### src/rtl/bsg_bladerunner_cfg_mem_pkg.sv
// Shared definitions for the configuration store: address regions, the
// address decoder and the default scratch depth.
package bsg_bladerunner_cfg_mem_pkg;

    localparam int default_scratch_els_c = 8;

    typedef enum logic [1:0] {
        e_region_rom,
        e_region_scratch,
        e_region_unmapped
    } region_e;

    // Classify a word address; with scratch disabled its window is unmapped.
    function automatic region_e decode_region(input logic [31:0] addr,
                                              input int unsigned rom_els,
                                              input int unsigned scratch_els,
                                              input bit scratch_en);
        if (addr < rom_els) return e_region_rom;
        if (scratch_en && (addr < rom_els + scratch_els)) return e_region_scratch;
        return e_region_unmapped;
    endfunction

endpackage

### src/rtl/bsg_bladerunner_cfg_mem_if.sv
// Request/response bundle between the manycore endpoint and the config store.
// master = requester/consumer side, slave = the config store.
interface bsg_bladerunner_cfg_mem_if #(
    parameter int data_width_p = 32,
    parameter int addr_width_p = 8,
    parameter int err_width_p  = 8
);
    logic                      in_v_i;
    logic                      in_yumi_o;
    logic                      in_we_i;
    logic [addr_width_p-1:0]   in_addr_i;
    logic [data_width_p-1:0]   in_data_i;
    logic [data_width_p/8-1:0] in_mask_i;
    logic                      returning_v_o;
    logic [data_width_p-1:0]   returning_data_o;
    logic                      returning_ready_i;
    logic [err_width_p-1:0]    err_count_o;

    modport master (
        output in_v_i, in_we_i, in_addr_i, in_data_i, in_mask_i, returning_ready_i,
        input  in_yumi_o, returning_v_o, returning_data_o, err_count_o
    );

    modport slave (
        input  in_v_i, in_we_i, in_addr_i, in_data_i, in_mask_i, returning_ready_i,
        output in_yumi_o, returning_v_o, returning_data_o, err_count_o
    );
endinterface

### src/rtl/bsg_bladerunner_configuration.sv
// Configuration ROM contents: a fixed per-word signature, truncated to width_p.
module bsg_bladerunner_configuration #(
    parameter  int width_p       = 32,
    parameter  int els_p         = 16,
    localparam int addr_width_lp = (els_p > 1) ? $clog2(els_p) : 1
) (
    input  logic [addr_width_lp-1:0] addr_i,
    output logic [width_p-1:0]       data_o
);
    assign data_o = width_p'((32'(addr_i) * 32'h9E37_79B1) ^ 32'hB1AD_E000);
endmodule

### src/rtl/bsg_fifo_1r1w_small.sv
// Small circular FIFO with valid/yumi dequeue and an occupancy count. The
// producer is expected to check count_o before enqueueing.
module bsg_fifo_1r1w_small #(
    parameter  int width_p        = 32,
    parameter  int els_p          = 2,
    localparam int ptr_width_lp   = (els_p > 1) ? $clog2(els_p) : 1,
    localparam int count_width_lp = $clog2(els_p + 1)
) (
    input  logic                      clk_i,
    input  logic                      reset_i,
    input  logic                      v_i,
    input  logic [width_p-1:0]        data_i,
    output logic                      v_o,
    output logic [width_p-1:0]        data_o,
    input  logic                      yumi_i,
    output logic [count_width_lp-1:0] count_o
);
    logic [width_p-1:0]        mem [els_p];
    logic [ptr_width_lp-1:0]   wr_ptr;
    logic [ptr_width_lp-1:0]   rd_ptr;
    logic [count_width_lp-1:0] count;

    function automatic logic [ptr_width_lp-1:0] bump(input logic [ptr_width_lp-1:0] p);
        return (p == ptr_width_lp'(els_p - 1)) ? '0 : p + ptr_width_lp'(1);
    endfunction

    // Pointer and occupancy bookkeeping.
    always_ff @(posedge clk_i or posedge reset_i) begin
        // NOTE: non-blocking assignments so every flop samples pre-edge values.
        if (reset_i) begin
            wr_ptr <= '0;
            rd_ptr <= '0;
            count  <= '0;
        end else begin
            if (v_i)    wr_ptr <= bump(wr_ptr);
            if (yumi_i) rd_ptr <= bump(rd_ptr);
            case ({v_i, yumi_i})
                2'b10:   count <= count + count_width_lp'(1);
                2'b01:   count <= count - count_width_lp'(1);
                default: ;
            endcase
        end
    end

    // Storage write port.
    always_ff @(posedge clk_i) begin
        // NOTE: storage is not reset; v_o keeps consumers away from stale words.
        if (v_i) mem[wr_ptr] <= data_i;
    end

    assign v_o     = (count != '0);
    assign data_o  = mem[rd_ptr];
    assign count_o = count;
endmodule

### src/rtl/bsg_bladerunner_cfg_mem.sv
// Memory-mapped configuration store: read-only ROM region plus optional
// byte-masked scratch region, buffered back-pressurable read responses and a
// saturating illegal-access counter.
// Scratch storage is built only when BSG_BLADERUNNER_CFG_MEM_SCRATCH_EN is
// defined; otherwise its window decodes as unmapped.
module bsg_bladerunner_cfg_mem
    import bsg_bladerunner_cfg_mem_pkg::*;
#(
    parameter int rom_width_p    = 32,
    parameter int rom_els_p      = 16,
    parameter int scratch_els_p  = default_scratch_els_c,
    parameter int data_width_p   = 32,
    parameter int addr_width_p   = 8,
    parameter int ret_fifo_els_p = 2,
    parameter int err_width_p    = 8
) (
    input  logic clk_i,
    input  logic reset_i,
    bsg_bladerunner_cfg_mem_if.slave bus
);
    localparam int mask_width_lp     = data_width_p / 8;
    localparam int rom_addr_width_lp = (rom_els_p > 1) ? $clog2(rom_els_p) : 1;
    localparam int count_width_lp    = $clog2(ret_fifo_els_p + 1);
`ifdef BSG_BLADERUNNER_CFG_MEM_SCRATCH_EN
    localparam bit scratch_en_lp = 1'b1;
`else
    localparam bit scratch_en_lp = 1'b0;
`endif

    if (rom_width_p > data_width_p) begin : g_chk_rom_width
        $error("rom_width_p (%0d) exceeds data_width_p (%0d)", rom_width_p, data_width_p);
    end
    if ($clog2(rom_els_p + scratch_els_p) > addr_width_p) begin : g_chk_addr_width
        $error("address map needs more than addr_width_p (%0d) bits", addr_width_p);
    end

    logic [31:0]                  addr_ext;
    region_e                      region;
    logic                         read_room;
    logic                         accept;
    logic                         accept_read;
    logic                         accept_write;
    logic                         illegal;
    logic [rom_addr_width_lp-1:0] rom_addr;
    logic [rom_width_p-1:0]       rom_data;
    logic [data_width_p-1:0]      scratch_rdata;
    logic [data_width_p-1:0]      raw_data;
    logic [data_width_p-1:0]      resp_data;
    logic                         stage_v;
    logic [data_width_p-1:0]      stage_data;
    logic                         bypass;
    logic                         fifo_enq;
    logic                         fifo_deq;
    logic                         fifo_v;
    logic [data_width_p-1:0]      fifo_data;
    logic [count_width_lp-1:0]    fifo_count;
    logic [err_width_p-1:0]       err_count;

    assign addr_ext = 32'(bus.in_addr_i);
    assign region   = decode_region(addr_ext, rom_els_p, scratch_els_p, scratch_en_lp);

    // A read may enter only if the stage register plus the FIFO still leave a
    // free slot, so the stage can always drain into the FIFO next cycle.
    assign read_room    = (32'(fifo_count) + 32'(stage_v)) < 32'(ret_fifo_els_p);
    assign accept       = bus.in_v_i & ~reset_i & (bus.in_we_i | read_room);
    assign accept_read  = accept & ~bus.in_we_i;
    assign accept_write = accept & bus.in_we_i;
    assign illegal      = accept & ((region == e_region_unmapped)
                                  | (bus.in_we_i & (region == e_region_rom)));
    assign bus.in_yumi_o = accept;

    assign rom_addr = addr_ext[rom_addr_width_lp-1:0];

    bsg_bladerunner_configuration #(
        .width_p(rom_width_p),
        .els_p  (rom_els_p)
    ) rom (
        .addr_i(rom_addr),
        .data_o(rom_data)
    );

    // Select the addressed word and apply the byte mask captured with the request.
    always_comb begin
        // NOTE: defaults first so no path through this block infers a latch.
        raw_data  = '0;
        resp_data = '0;
        unique case (region)
            e_region_rom:     raw_data = data_width_p'(rom_data);
            e_region_scratch: raw_data = scratch_rdata;
            default:          raw_data = '0;
        endcase
        for (int b = 0; b < mask_width_lp; b++) begin
            resp_data[b*8 +: 8] = bus.in_mask_i[b] ? raw_data[b*8 +: 8] : 8'h00;
        end
    end

`ifdef BSG_BLADERUNNER_CFG_MEM_SCRATCH_EN
    logic [31:0]             scratch_offset;
    logic [data_width_p-1:0] scratch_mem [scratch_els_p];

    assign scratch_offset = addr_ext - 32'(rom_els_p);

    // Byte-masked scratch update; software relies on scratch reading zero after reset.
    always_ff @(posedge clk_i or posedge reset_i) begin
        if (reset_i) begin
            for (int i = 0; i < scratch_els_p; i++) scratch_mem[i] <= '0;
        end else if (accept_write && (region == e_region_scratch)) begin
            for (int i = 0; i < scratch_els_p; i++) begin
                if (scratch_offset == 32'(i)) begin
                    for (int b = 0; b < mask_width_lp; b++) begin
                        if (bus.in_mask_i[b]) scratch_mem[i][b*8 +: 8] <= bus.in_data_i[b*8 +: 8];
                    end
                end
            end
        end
    end

    // Scratch read mux over the word index.
    always_comb begin
        scratch_rdata = '0;
        for (int i = 0; i < scratch_els_p; i++) begin
            if (scratch_offset == 32'(i)) scratch_rdata = scratch_mem[i];
        end
    end
`else
    assign scratch_rdata = '0;
`endif

    // Single read pipeline register; it empties every cycle, either straight
    // to the consumer or into the FIFO.
    always_ff @(posedge clk_i or posedge reset_i) begin
        if (reset_i) begin
            stage_v    <= 1'b0;
            stage_data <= '0;
        end else begin
            stage_v <= accept_read;
            if (accept_read) stage_data <= resp_data;
        end
    end

    // The stage skips the FIFO only when nothing older is queued and the
    // consumer takes it now; this keeps responses in acceptance order.
    assign bypass   = stage_v & ~fifo_v & bus.returning_ready_i;
    assign fifo_enq = stage_v & ~bypass;
    assign fifo_deq = fifo_v & bus.returning_ready_i;

    bsg_fifo_1r1w_small #(
        .width_p(data_width_p),
        .els_p  (ret_fifo_els_p)
    ) ret_fifo (
        .clk_i  (clk_i),
        .reset_i(reset_i),
        .v_i    (fifo_enq),
        .data_i (stage_data),
        .v_o    (fifo_v),
        .data_o (fifo_data),
        .yumi_i (fifo_deq),
        .count_o(fifo_count)
    );

    assign bus.returning_v_o    = fifo_v | stage_v;
    assign bus.returning_data_o = fifo_v  ? fifo_data
                                : stage_v ? stage_data
                                :           '0;

    // Saturating illegal-access counter, cleared only by reset.
    always_ff @(posedge clk_i or posedge reset_i) begin
        if (reset_i) begin
            err_count <= '0;
        end else if (illegal && (err_count != {err_width_p{1'b1}})) begin
            err_count <= err_count + err_width_p'(1);
        end
    end

    assign bus.err_count_o = err_count;
endmodule
### src/flat_wrapper.sv
// flat-port wrapper written by rule: the top's interface ports become plain ports
module bsg_bladerunner_cfg_mem_flat import bsg_bladerunner_cfg_mem_pkg::*;
#(
    parameter int rom_width_p    = 32,
    parameter int rom_els_p      = 16,
    parameter int scratch_els_p  = default_scratch_els_c,
    parameter int data_width_p   = 32,
    parameter int addr_width_p   = 8,
    parameter int ret_fifo_els_p = 2,
    parameter int err_width_p    = 8
)
  (clk_i, reset_i, bus_in_v_i, bus_in_we_i, bus_in_addr_i, bus_in_data_i, bus_in_mask_i, bus_returning_ready_i, bus_in_yumi_o, bus_returning_v_o, bus_returning_data_o, bus_err_count_o);
  bsg_bladerunner_cfg_mem_if #(.data_width_p(data_width_p), .addr_width_p(addr_width_p), .err_width_p(err_width_p)) bus_i ();
  input  logic clk_i;
  input  logic reset_i;
  input wire logic [$bits(bus_i.in_v_i)-1:0] bus_in_v_i;
  input wire logic [$bits(bus_i.in_we_i)-1:0] bus_in_we_i;
  input wire logic [$bits(bus_i.in_addr_i)-1:0] bus_in_addr_i;
  input wire logic [$bits(bus_i.in_data_i)-1:0] bus_in_data_i;
  input wire logic [$bits(bus_i.in_mask_i)-1:0] bus_in_mask_i;
  input wire logic [$bits(bus_i.returning_ready_i)-1:0] bus_returning_ready_i;
  output wire logic [$bits(bus_i.in_yumi_o)-1:0] bus_in_yumi_o;
  output wire logic [$bits(bus_i.returning_v_o)-1:0] bus_returning_v_o;
  output wire logic [$bits(bus_i.returning_data_o)-1:0] bus_returning_data_o;
  output wire logic [$bits(bus_i.err_count_o)-1:0] bus_err_count_o;
  assign bus_i.in_v_i = bus_in_v_i;
  assign bus_i.in_we_i = bus_in_we_i;
  assign bus_i.in_addr_i = bus_in_addr_i;
  assign bus_i.in_data_i = bus_in_data_i;
  assign bus_i.in_mask_i = bus_in_mask_i;
  assign bus_i.returning_ready_i = bus_returning_ready_i;
  assign bus_in_yumi_o = bus_i.in_yumi_o;
  assign bus_returning_v_o = bus_i.returning_v_o;
  assign bus_returning_data_o = bus_i.returning_data_o;
  assign bus_err_count_o = bus_i.err_count_o;
  bsg_bladerunner_cfg_mem #(.rom_width_p(rom_width_p), .rom_els_p(rom_els_p), .scratch_els_p(scratch_els_p), .data_width_p(data_width_p), .addr_width_p(addr_width_p), .ret_fifo_els_p(ret_fifo_els_p), .err_width_p(err_width_p)) u_core (.clk_i(clk_i), .reset_i(reset_i), .bus(bus_i));
endmodule
### config.mk
export PLATFORM = sky130hd
export DESIGN_NAME = bsg_bladerunner_cfg_mem_flat
export DESIGN_NICKNAME = d
export VERILOG_FILES = /design/src/rtl/bsg_bladerunner_cfg_mem_pkg.sv /design/src/rtl/bsg_bladerunner_cfg_mem_if.sv /design/src/rtl/bsg_bladerunner_configuration.sv /design/src/rtl/bsg_fifo_1r1w_small.sv /design/src/rtl/bsg_bladerunner_cfg_mem.sv /design/src/flat_wrapper.sv
export SDC_FILE = /design/constraint.sdc
export NUM_CORES = 1
export LEC_CHECK = 0
export ABC_AREA = 1
export BUFFER_PORTS_ARGS = -buffer_cell sky130_fd_sc_hd__buf_4
export CORE_MARGIN = 2
export CORE_UTILIZATION = 62
export CTS_CLUSTER_SIZE = 28
export DETAILED_ROUTE_END_ITERATION = 10
export HOLD_SLACK_MARGIN = 0.12
export PLACE_DENSITY = 0.87
export SLEW_MARGIN = 10
export SYNTH_ARGS = -nofsm -noshare
export SYNTH_HDL_FRONTEND = slang
export SYNTH_SLANG_ARGS = --single-unit
### constraint.sdc
create_clock -name clk_i -period 6.4 [get_ports clk_i]
set_input_delay 0.64 -clock clk_i [delete_from_list [all_inputs] [get_ports clk_i]]
set_output_delay 0.64 -clock clk_i [all_outputs]
set_load 0.01 [all_outputs]
After elaboration in Yosys (flattened, before gate mapping)
Memory sizes are Yosys's and may differ from the RTL's.
Cells that the tools add are included.
W data, S select, Z words.
{ "totals": {"reg_bits": 45, "ramBits": 64, "inputBits": 49, "output_inout_bits": 42, "word_cells": 56, "memories": 1} }
{ "memory_table": {"columns": ["name", "depth", "word_bits", "rd", "rd_ports_with_merged_regs", "write_ports", "line_no", "rtl"], "rows": [
  ["u_core.ret_fifo.mem", 2, 32, 1, 0, 1, "bsg_fifo_1r1w_small.sv:18", "logic [width_p-1:0] mem [els_p];"]
]} }
{ "classes": {"add_sub_neg": 6, "multipliers": 1, "magnitude_cmp": 2, "eq_ne": 4, "n_mux": 15, "n_bitwise": 17, "reduce_logical": 4} }
{ "op_table": {"columns": ["cell", "n"], "rows": [
  ["$mux W32", 3],
  ["$lt A32 B2 Y1 const B", 1],
  ["$mul A4 B32 Y32 const B", 1],
  ["$mux W8", 4],
  ["$not A12 Y12", 1],
  ["$and A1 B1 Y1", 9],
  ["$add A8 B1 Y8 const B", 1],
  ["$lt A8 B5 Y1 const B", 1],
  ["$ne A8 B8 Y1 const B", 1],
  ["$mux W1", 5],
  ["$eq A2 B2 Y1 const B", 2],
  ["$mux W2", 2],
  ["$not A1 Y1", 4],
  ["$pmux W2 S2", 1],
  ["$reduce_bool A2 Y1", 2],
  ["$add A2 B1 Y3", 1],
  ["$or A1 B1 Y1", 3],
  ["$add A1 B1 Y1 const B", 2],
  ["$add A2 B1 Y2 const B", 1],
  ["$eq A2 B1 Y1 const B", 1],
  ["$logic_not A2 Y1", 1],
  ["$sub A2 B1 Y2 const B", 1],
  ["$logic_and A1 B1 Y1", 1]
]} }

Logic depth before layout (Yosys ltp)
Gate-level depths: netlist of run 1.
{ "depth": {"ltp_word": 8, "depth_mapped": 17, "depth_no_buf": 16} }

Hierarchy
Synthesis of run 1 repeated with hierarchy kept, for this count alone.
{ "hier_totals": {"hier_cells": 893, "hier_area_um2": 7111.8} }
{ "by_module_without_submodules": {"columns": ["mod", "n_inst", "cells_per_inst", "area_per_inst_um2", "seq_area_each_um2"], "rows": [
  ["bsg_fifo_1r1w_small", 1, 191, 2705.1, 2021.9],
  ["bsg_bladerunner_cfg_mem", 1, 343, 2453.6, 1026.0],
  ["bsg_bladerunner_configuration", 1, 359, 1953.1, 0.0]
]} }

Least setup slack after synthesis of run 1
Ideal clock, no wire load.
{ "synth_path": {"path_kind": "input port to flip-flop", "start": "input port bus_in_addr_i[1]", "end": "register u_core.stage_data[30]", "setup_time_ns": 0.118, "arrival_time_ns": 2.989, "t_required_ns": 6.282, "path_slack_ns": 3.293, "cell_stages": 15, "n_path_buf": 1, "path_cell_list": "fa_1 -> inv_1 -> fa_1 -> inv_1 -> ha_1 -> clkbuf_2 -> nand2_1 -> nor2_1 -> nand2_1 -> nor2_1 -> nand2_1 -> nand3_1 -> nand2_1 -> nand3_1 -> nand2_1"} }
{ "synth_via": {"elab_chain_cells": 6, "elab_cells_between_ends": 7, "classes_between": "1 x mul; 1 x order compare; 4 x mux; 1 x reduce/logical"} }
{ "synth_lines": {"columns": ["item", "line_no", "rtl"], "rows": [
  ["start, declared", "flat_wrapper.sv:18", "input wire logic [$bits(bus_i.in_addr_i)-1:0] bus_in_addr_i;"],
  ["branches (longest 4 deep; another with $mul A4 B32 Y32)", null, null],
  ["$mux W32 *", "bsg_bladerunner_cfg_mem.sv:87", "unique case (region)"],
  ["$mux W8 *", "bsg_bladerunner_cfg_mem.sv:93", "resp_data[b*8 +: 8] = bus.in_mask_i[b] ? raw_data[b*8 +: 8] : 8'h00;"],
  ["end signal, assigned", "bsg_bladerunner_cfg_mem.sv:137", "if (accept_read) stage_data <= resp_data;"],
  ["end, declared", "bsg_bladerunner_cfg_mem.sv:50", "logic [data_width_p-1:0] stage_data;"]
]} }
Mark *: on every way between the ends.
A chain may end at the register's enable or synchronous reset.

Worst setup path after layout of run 1
{ "layout_path": {"start": "register u_core.ret_fifo.count[0], in the netlist u_core.ret_fifo.count_o[0]", "end": "output port bus_returning_data_o[7]"} }
{ "layout_via": {"elab_chain_cells": 2} }
{ "layout_lines": {"columns": ["item", "line_no", "rtl"], "rows": [
  ["start, declared", "bsg_fifo_1r1w_small.sv:21", "logic [count_width_lp-1:0] count;"],
  ["start signal, assigned", "bsg_fifo_1r1w_small.sv:38", "2'b10: count <= count + count_width_lp'(1);"],
  ["start signal, assigned", "bsg_fifo_1r1w_small.sv:39", "2'b01: count <= count - count_width_lp'(1);"],
  ["$reduce_bool A2 Y1", "bsg_fifo_1r1w_small.sv:51", "assign v_o = (count != '0);"],
  ["$mux W32", "bsg_bladerunner_cfg_mem.sv:162", "assign bus.returning_data_o = fifo_v ? fifo_data"],
  ["end, declared", "flat_wrapper.sv:24", "output wire logic [$bits(bus_i.returning_data_o)-1:0] bus_returning_data_o;"]
]} }
Every way passes these cells.

==> summary.txt, run 1 <==
Worst setup path
  • Critical Path AT: 3.53 ns
  • Worst-case reg-to-reg path depth: 8
  • R2r endpoint: u_core.ret_fifo.count_o[1]
  • Critical Path Source Type: register
  • Critical-path cell list: inv_1, nand2_1, clkinv_1, nand2_1, o22ai_1, buf_4
  • Critical path required time: 5.76 ns
  • Critical path class: register to primary output
  • CP most frequent cell: nand2_1
  • CP top delay family: simple AND/OR/NAND/NOR gates
  • CP bufs+invs: 3
  • R2r setup slk: 3.24 ns
  • Slowest CP cell: nand2_1
  • Crit path largest cell delay: 0.77 ns
  • Reg2reg start: u_core.ret_fifo.count_o[0]
  • Critical-path maximum fanout: 34
  • Crit path depth: 6
  • CP endpoint kind: primary output

CTS
  • CTS Hold Bufs: 0
  • CTS max path bufs: 2
  • Clk sinks: between 100 and 150
  • Clock root buffer: clkbuf_8
  • CTS resizes: 0
  • CTS tree: built
  • Setup Buffers After CTS: 0
  • Clock-pin slew on the worst setup and hold paths: approximately 0.11 ns
  • CTS H-tree lvls: 3
  • Clk_lat worst skew: 0.37 ns
  • CTS Buf Count: 9

Floorplanning
  • Initial Util: 0.643
  • Rows: 36
  • Die Wd: 105 um
  • Full die area: 11,000 um^2
  • I/O pin count: 91
  • Die Span Y: 105 um
  • Core Area: 9820 um^2

Pwr
  • Final Total Pwr: roughly 0.0023 W
  • Cell Int Power: 0.00137 W
  • Gate power share: 0.462
  • Switching part of the total: 0.416
  • Net Sw Power: ~0.00097 W
  • Clock Power Share: 0.161
  • Maximum VDD drop: between 0.2 and 0.25 mV
  • Sequential power share: 0.376
  • PwrDens: 334 nW/um^2
  • Pleak: about 3.3 nW

STA
  • Fin crit period: 4.17 ns
  • Pins Over Slew Limit: 0
  • Fin crit share: 0.652
  • Min Hold Slack: approximately 0.47 ns
  • Setup Skew: 0.0163 ns
  • # setup viols final: 0
  • Setup TNS: 0 ns
  • Worst-Margin Slew: 1.08 ns
  • RSZ-0062 raised after global routing: no
  • Fmax: 240 MHz
  • Rel. slew slack: 0.282
  • Final Hold Vio Count: 0

Synth
  • Number of flops mapped to enable cells by yosys: 62
  • Top FF cell, synth: edfxtp_1
  • Async S/R FF share, synth: 0.415
  • Post-synthesis net count: 853
  • Syn Area/Cell: 8.26 um^2
  • Largest area contributor in the netlist: edfxtp_1
  • Commonest cells post-synth: 188 x nand2_1, 119 x inv_1, 70 x nor2_1
  • Sequential cell area fraction in the yosys report: 0.469
  • Post-Syn Instances: roughly 770
  • Most frequent cell after synthesis: nand2_1
  • Cell Area, Synth: 6320 um^2
  • Area share of the largest cell type after synthesis: 0.295
  • Synth warn: 0
  • Largest cells by area after synthesis: edfxtp_1 29%, dfrtp_1 17%, nand2_1 11%
  • Synthesized flop and latch total: approximately 110
  • Synth cell types: 35

Detailed routing
  • Vias: 5,413
  • DRC viols: 0
  • DRT met1 WL: 7.16 mm
  • Met2 wire length: about 8 mm
  • Highest routed layer: met4
  • Avg Vias per Cell: 5.69
  • Drt total wl: 17.0 mm
  • DRT antenna net count: 0
  • WL/cell: about 18 um
  • DRT Pass-1 Iters: 7
  • Metal3 WL: between 1 and 1.5 mm
  • First DRT Iteration DRCs: roughly 530

Layout
  • Layout cells sized above 1: 0.109
  • Synthesis-to-layout area growth: 11.0%
  • Nets@finish: 901
  • Antenna cells: 0

Run status
  • Status: finished, final reports clean

Global routing
  • GRT Total Usage: 0.318
  • Largest net degree at the start of global routing: between 40 and 50
  • Vias in the first global route: between 5,000 and 6,000
  • First-pass GRT wire length: 27.0 mm
  • Initial antenna violation count: 0
  • Total gr overflow: 0

Min path
  • Hold_sp: u_core.stage_data[9]
  • Hold Path Stages: 0
  • Worst Hold Path EP: u_core.ret_fifo.mem[1][9]
  • Hold Crit Class: register to register

Placement
  • Placer Congestion: 1.00
  • Number of I/O port buffers: 58
  • HPWL Detailed: 12.8 mm

Run
  • Max cap viols: 0
[placed cells by master, fill, tap and decap left out, types with 5 or more instances in the layout]
cell type	n
inv_1	118
o22ai_1	26
a21oi_1	17
o21ai_1	6
nor2_1	68
xor2_1	14
nand4_1	7
o21ai_0	65
clkbuf_8	9
dfrtp_1	44
edfxtp_1	62
buf_4	60
fa_1	7
nand3_1	56
xnor2_1	5
ha_1	32
nand2_1	188
[worst max-delay path by stage]
stage                                          start                      end  slack, ns
final                     u_core.ret_fifo.count_o[0]  bus_returning_data_o[7]       2.23
after detailed placement            bus_in_addr_i[1]    u_core.stage_data[31]       2.27
after global placement              bus_in_addr_i[1]    u_core.stage_data[31]       2.37
after floorplan                     bus_in_addr_i[1]    u_core.stage_data[30]       3.29
after global routing      u_core.ret_fifo.count_o[0]  bus_returning_data_o[7]       1.94
after CTS                 u_core.ret_fifo.count_o[0]  bus_returning_data_o[7]       2.29
[per-stage QoR]
step                      instance area (um^2)  worst slack [ns]  std cells  utilization
after floorplan                           6320              3.29        765            -
after global placement                    6840              2.37        935        0.696
after detailed placement                  6840              2.27        935        0.696
after CTS                                 7010              2.29        951        0.714
after global routing                      7010              1.94        951        0.714
final                                     7010              2.23        951        0.714
[layer usage]
metal,vias to the layer above,track usage
li1,2595,-
met1,2531,0.441
met2,258,0.519
met3,29,0.0424
met4,0,0.105
met5,-,0
[registers in the layout, indices dropped and copies added (netlist names)]
| name | count |
|---|---|
| u_core.bus.err_count_o | 8 |
| u_core.ret_fifo.mem | 62 |
| u_core.ret_fifo.count_o | 2 |
| u_core.ret_fifo.wr_ptr | 1 |
| u_core.ret_fifo.rd_ptr | 1 |
| u_core.stage_data | 31 |
| u_core.stage_v | 1 |
[area by class of cell]
type                            count  area, um^2
Sequential cell                   106        2960
Fill cell                         745        2810
Multi-Input combinational cell    514        2800
Inverter                          122         458
Timing Repair Buffer               60         450
Tap cell                          133         166
Clock buffer                       10         128
Clock inverter                      6        51.3
[power groups by stage]
stage	logic [W]	registers (W)	clock network (W)
global route	0.00118	0.000890	0.000412
global placement	0.00103	0.000885	0
detailed placement	0.00107	0.000893	0
floorplan	0.000660	0.000862	0
CTS	0.00108	0.000877	0.000381
finish	0.00108	0.000880	0.000378
[logic make-up (layout without fill, tap and decap cells)]
family / after synthesis / after routing / synth area share
AOI/OAI and AO/OA: 119 / 119 / 0.103
xor gates and xnor gates: 19 / 19 / 0.0263
adders and majority gates: 39 / 39 / 0.0856
buffers and inverters: 145 / 198 / 0.0889
DFF: 106 / 106 / 0.469
and+or+nand+nor: 337 / 337 / 0.227
Power figures use the tool's default switching activity.
==> run 2, diff against run 1 <==
--- a/config.mk
+++ b/config.mk
@@ -5,14 +5,14 @@
 export SDC_FILE = /design/constraint.sdc
 export NUM_CORES = 1
 export LEC_CHECK = 0
-export ABC_AREA = 1
+export ABC_AREA = 0
 export BUFFER_PORTS_ARGS = -buffer_cell sky130_fd_sc_hd__buf_4
 export CORE_MARGIN = 2
-export CORE_UTILIZATION = 62
+export CORE_UTILIZATION = 52
 export CTS_CLUSTER_SIZE = 28
 export DETAILED_ROUTE_END_ITERATION = 10
 export HOLD_SLACK_MARGIN = 0.12
-export PLACE_DENSITY = 0.87
+export PLACE_DENSITY = 0.79
 export SLEW_MARGIN = 10
 export SYNTH_ARGS = -nofsm -noshare
 export SYNTH_HDL_FRONTEND = slang
==> constraint.sdc (replaced) <==
create_clock -name clk_i -period 3.7 [get_ports clk_i]
set_input_delay 0.37 -clock clk_i [delete_from_list [all_inputs] [get_ports clk_i]]
set_output_delay 0.37 -clock clk_i [all_outputs]
set_load 0.01 [all_outputs]
==> run 2 against run 1 <==
Synthesized area fell by 7.0%. Via count fell by 21%. Combinational power rose by 49%. Flip-flop and latch count did not move. Non-clock buffer count rose by 18. Sequential share of layout area rose by 1.5 points. Cell count fell by 23%. Synthesized cell count fell by 31%. Highest routed layer unchanged. Worst setup slack got worse by 1.9 ns. Critical endpoint is now u_core.stage_data[31]. Power rose by 73%. Wire length fell by 22%. Sequential power rose by 69%. Critical path type is now input pin to register.
==> summary.txt, run 2 <==
Floorplanning
  • Core Area: 10,900 um^2 (was 9820 um^2)
  • Die Wd: 110 um (was 105 um)
  • Full die area: 12,200 um^2 (was 11,000 um^2)
  • Initial Util: 0.537 (was 0.643)
  • Die Span Y: 110 um (was 105 um)
  • Rows: 38 (was 36)
  • I/O pin count: 91 (unchanged)

Run status
  • Status: finished, final reports clean (unchanged)

Worst setup path
  • CP Launch Point: bus_in_addr_i[1] (was u_core.ret_fifo.count_o[0])
  • CP endpoint kind: register (was primary output)
  • Critical-path maximum fanout: 7 (was 34)
  • Critical path required time: 3.99 ns (was 5.76 ns)
  • Critical path class: input pin to register (was register to primary output)
  • Reg2reg start: u_core.ret_fifo.count_o[0] (unchanged)
  • Critical Path AT: 3.67 ns (was 3.53 ns)
  • Critical Path Source Type: input pin (was register)

Synth
  • Most frequent cell after synthesis: edfxtp_1 (was nand2_1)
  • Synth warn: 0 (unchanged)
  • Post-Syn Instances: 530 (was 765)
  • Area share of the largest cell type after synthesis: 0.317 (was 0.295)
  • Commonest cells post-synth: 62 x edfxtp_1, 57 x o21ai_0, 51 x nand2_1 (was 188 x nand2_1, 119 x inv_1, 70 x nor2_1)
  • Largest area contributor in the netlist: edfxtp_1 (unchanged)
  • Top FF cell, synth: edfxtp_1 (unchanged)
  • Post-synthesis net count: 618 (was 853)
  • Sequential cell area fraction in the yosys report: 0.504 (was 0.469)
  • Async S/R FF share, synth: 0.415 (unchanged)
  • Syn Area/Cell: 11.1 um^2 (was 8.26 um^2)
  • Largest cells by area after synthesis: edfxtp_1 32%, dfrtp_1 19%, ha_1 6.8% (was edfxtp_1 29%, dfrtp_1 17%, nand2_1 11%)
  • Number of flops mapped to enable cells by yosys: 62 (unchanged)
  • Synth cell types: 60 (was 35)
  • Synthesized flop and latch total: 106 (unchanged)
  • Cell Area, Synth: 5880 um^2 (was 6320 um^2)

Layout
  • Antenna cells: 0 (unchanged)
  • Top reg by flops: u_core.ret_fifo.mem (unchanged)
  • Util after Layout: 0.619 (was 0.714)
  • Leading cell type in the layout, fill and taps excluded: buf_4 (was nand2_1)
  • Max reg flops: 62 (unchanged)
  • Layout cells sized above 1: 0.190 (was 0.109)
  • Synthesis-to-layout area growth: 15.2% (was 11.0%)
  • Most frequent cells in the layout: 78 x buf_4, 62 x edfxtp_1, 57 x o21ai_0 (was 188 x nand2_1, 118 x inv_1, 68 x nor2_1)
  • Nets@finish: 678 (was 901)

STA
  • Fmax: 295 MHz
  • Worst-Margin Slew: 0.874 ns (was 1.08 ns)
  • Pins Over Slew Limit: 0 (unchanged)
  • RSZ-0062 raised after global routing: no (unchanged)
  • Final Hold Vio Count: 0 (unchanged)
  • Rel. slew slack: 0.402 (was 0.282)
  • Setup Skew: 0.00716 ns (was 0.0163 ns)
  • Setup TNS: 0 ns (unchanged)
  • Fin crit share: 0.915
  • Fin crit period: 3.38 ns
  • # setup viols final: 0 (unchanged)

CTS
  • Clk sinks: 106 (unchanged)
  • Clk_lat worst skew: 0.35 ns (was 0.37 ns)
  • CTS Buf Count: 9 (unchanged)
  • Clock root buffer: clkbuf_16 (was clkbuf_8)
  • CTS Hold Bufs: 0 (unchanged)
  • CTS tree: built (unchanged)
  • Setup Buffers After CTS: 0 (unchanged)
  • CTS max path bufs: 2 (unchanged)
  • CTS resizes: 0 (unchanged)
  • CTS H-tree lvls: 3 (unchanged)
  • Clock-pin slew on the worst setup and hold paths: 0.07 ns (was 0.11 ns)

Detailed routing
  • DRT Pass-1 Iters: 5 (was 7)
  • DRT antenna net count: 0 (unchanged)
  • First DRT Iteration DRCs: 342 (was 526)
  • Drt total wl: 13.2 mm (was 17.0 mm)
  • WL/cell: 18.0 um (was 17.8 um)
  • DRC viols: 0 (unchanged)
  • Vias: 4,297 (was 5,413)
  • Avg Vias per Cell: 5.85 (was 5.69)

Pwr
  • PwrDens: 598 nW/um^2 (was 334 nW/um^2)
  • Pleak: 2.92 nW (was 3.31 nW)
  • Maximum VDD drop: 0.389 mV (was 0.218 mV)

Placement
  • Number of I/O port buffers: 58 (unchanged)
  • Placer Congestion: 0.985 (was 1.00)
  • HPWL Detailed: 9.72 mm (was 12.8 mm)

Min path
  • Hold Crit Class: input pin to asynchronous set/reset pin (was register to register)

Global routing
  • Total gr overflow: 0 (unchanged)
  • Largest net degree at the start of global routing: 45 (was 46)
  • First-pass GRT wire length: 21.2 mm (was 27.0 mm)
  • GRT Total Usage: 0.229 (was 0.318)
  • Initial antenna violation count: 0 (unchanged)
  • Vias in the first global route: 4,219 (was 5,255)

Run
  • Max cap viols: 0 (unchanged)
-- run 2: changes by cell type in the layout (fill, tap and decap cells not counted), moves of 9 or more --
| cell | previous run | this run |
|---|---|---|
| nand2_1 | 188 | 51 |
| inv_1 | 118 | 20 |
| nor2_1 | 68 | 13 |
| mux2i_1 | 0 | 34 |
| o22ai_1 | 26 | 0 |
| buf_4 | 60 | 78 |
| nand3_1 | 56 | 41 |
| xnor2_1 | 5 | 18 |
| clkbuf_16 | 0 | 9 |
| clkbuf_8 | 9 | 0 |
-- run 2: where the power goes --
part	switching, W	internal [W]	leakage, nW
logic	0.000874	0.000731	1.63
registers	0.000126	0.00137	1.16
clock network	0.000422	0.000529	0.136
-- run 2: worst max-delay path, cell delays in order --
cell,delay (ns)
buf_4,0.14
fa_1,0.53
fa_1,0.52
ha_1,0.41
a21o_1,0.15
a211oi_1,0.11
a2111oi_0,0.80
nand4_1,0.23
a311o_1,0.36
nand2_1,0.06
-- run 2: metrics by stage --
stage	hold WS (ns)	power [W]	setup WS, ns	cell area, um^2	std cells
final	0.153	0.00405	0.316	6770	735
after global routing	0.214	0.00427	0.115	6770	735
after CTS	0.175	0.00407	0.407	6770	735
after detailed placement	0.486	0.00312	0.0643	6480	719
after global placement	0.478	0.00308	0.0772	6480	719
after floorplan	0.460	0.00252	0.276	5880	530
-- run 2: per-layer routing --
metal / vias to the layer above / share of wire / global-route usage
li1: 2050 / - / -
met1: 2111 / 0.46 / 0.321
met2: 116 / 0.48 / 0.366
met3: 20 / 0.040 / 0.0323
met4: 0 / 0.019 / 0.0777
met5: - / 0 / 0
-- run 2: path summary, 6_finish.rpt --
kind	to	slack, ns	depth (start not counted)
max in group asynchronous	u_core.stage_data[6]	3.15	3
min	u_core.bus.err_count_o[2]	0.15	3
min in group clk_i	u_core.stage_data[1]	0.32	2
max	u_core.stage_data[31]	0.32	10
min reg2reg	u_core.ret_fifo.mem[0][28]	0.50	0
max reg2reg	u_core.stage_data[24]	1.31	7
-- run 2: cells by family after synthesis --
logic type               share of synthesized area
adder cells (fa/ha/maj)                     0.0920
AO/OA/AOI/OAI                                0.139
multiplexers                                0.0598
AND/OR/NAND/NOR                              0.120
buffers and inverters                       0.0424
XOR/XNOR                                    0.0432
flip-flops                                   0.504
-- run 2: cell type report --
| type | count | area (um^2) |
|---|---|---|
| inverters | 21 | 78.8 |
| clock inverters | 5 | 62.6 |
| multi-input cells | 374 | 2680 |
| well taps | 140 | 175 |
| fillers | 889 | 4160 |
| repair buffers | 78 | 586 |
| flip-flops and latches | 106 | 2960 |
| clock buffers | 11 | 233 |
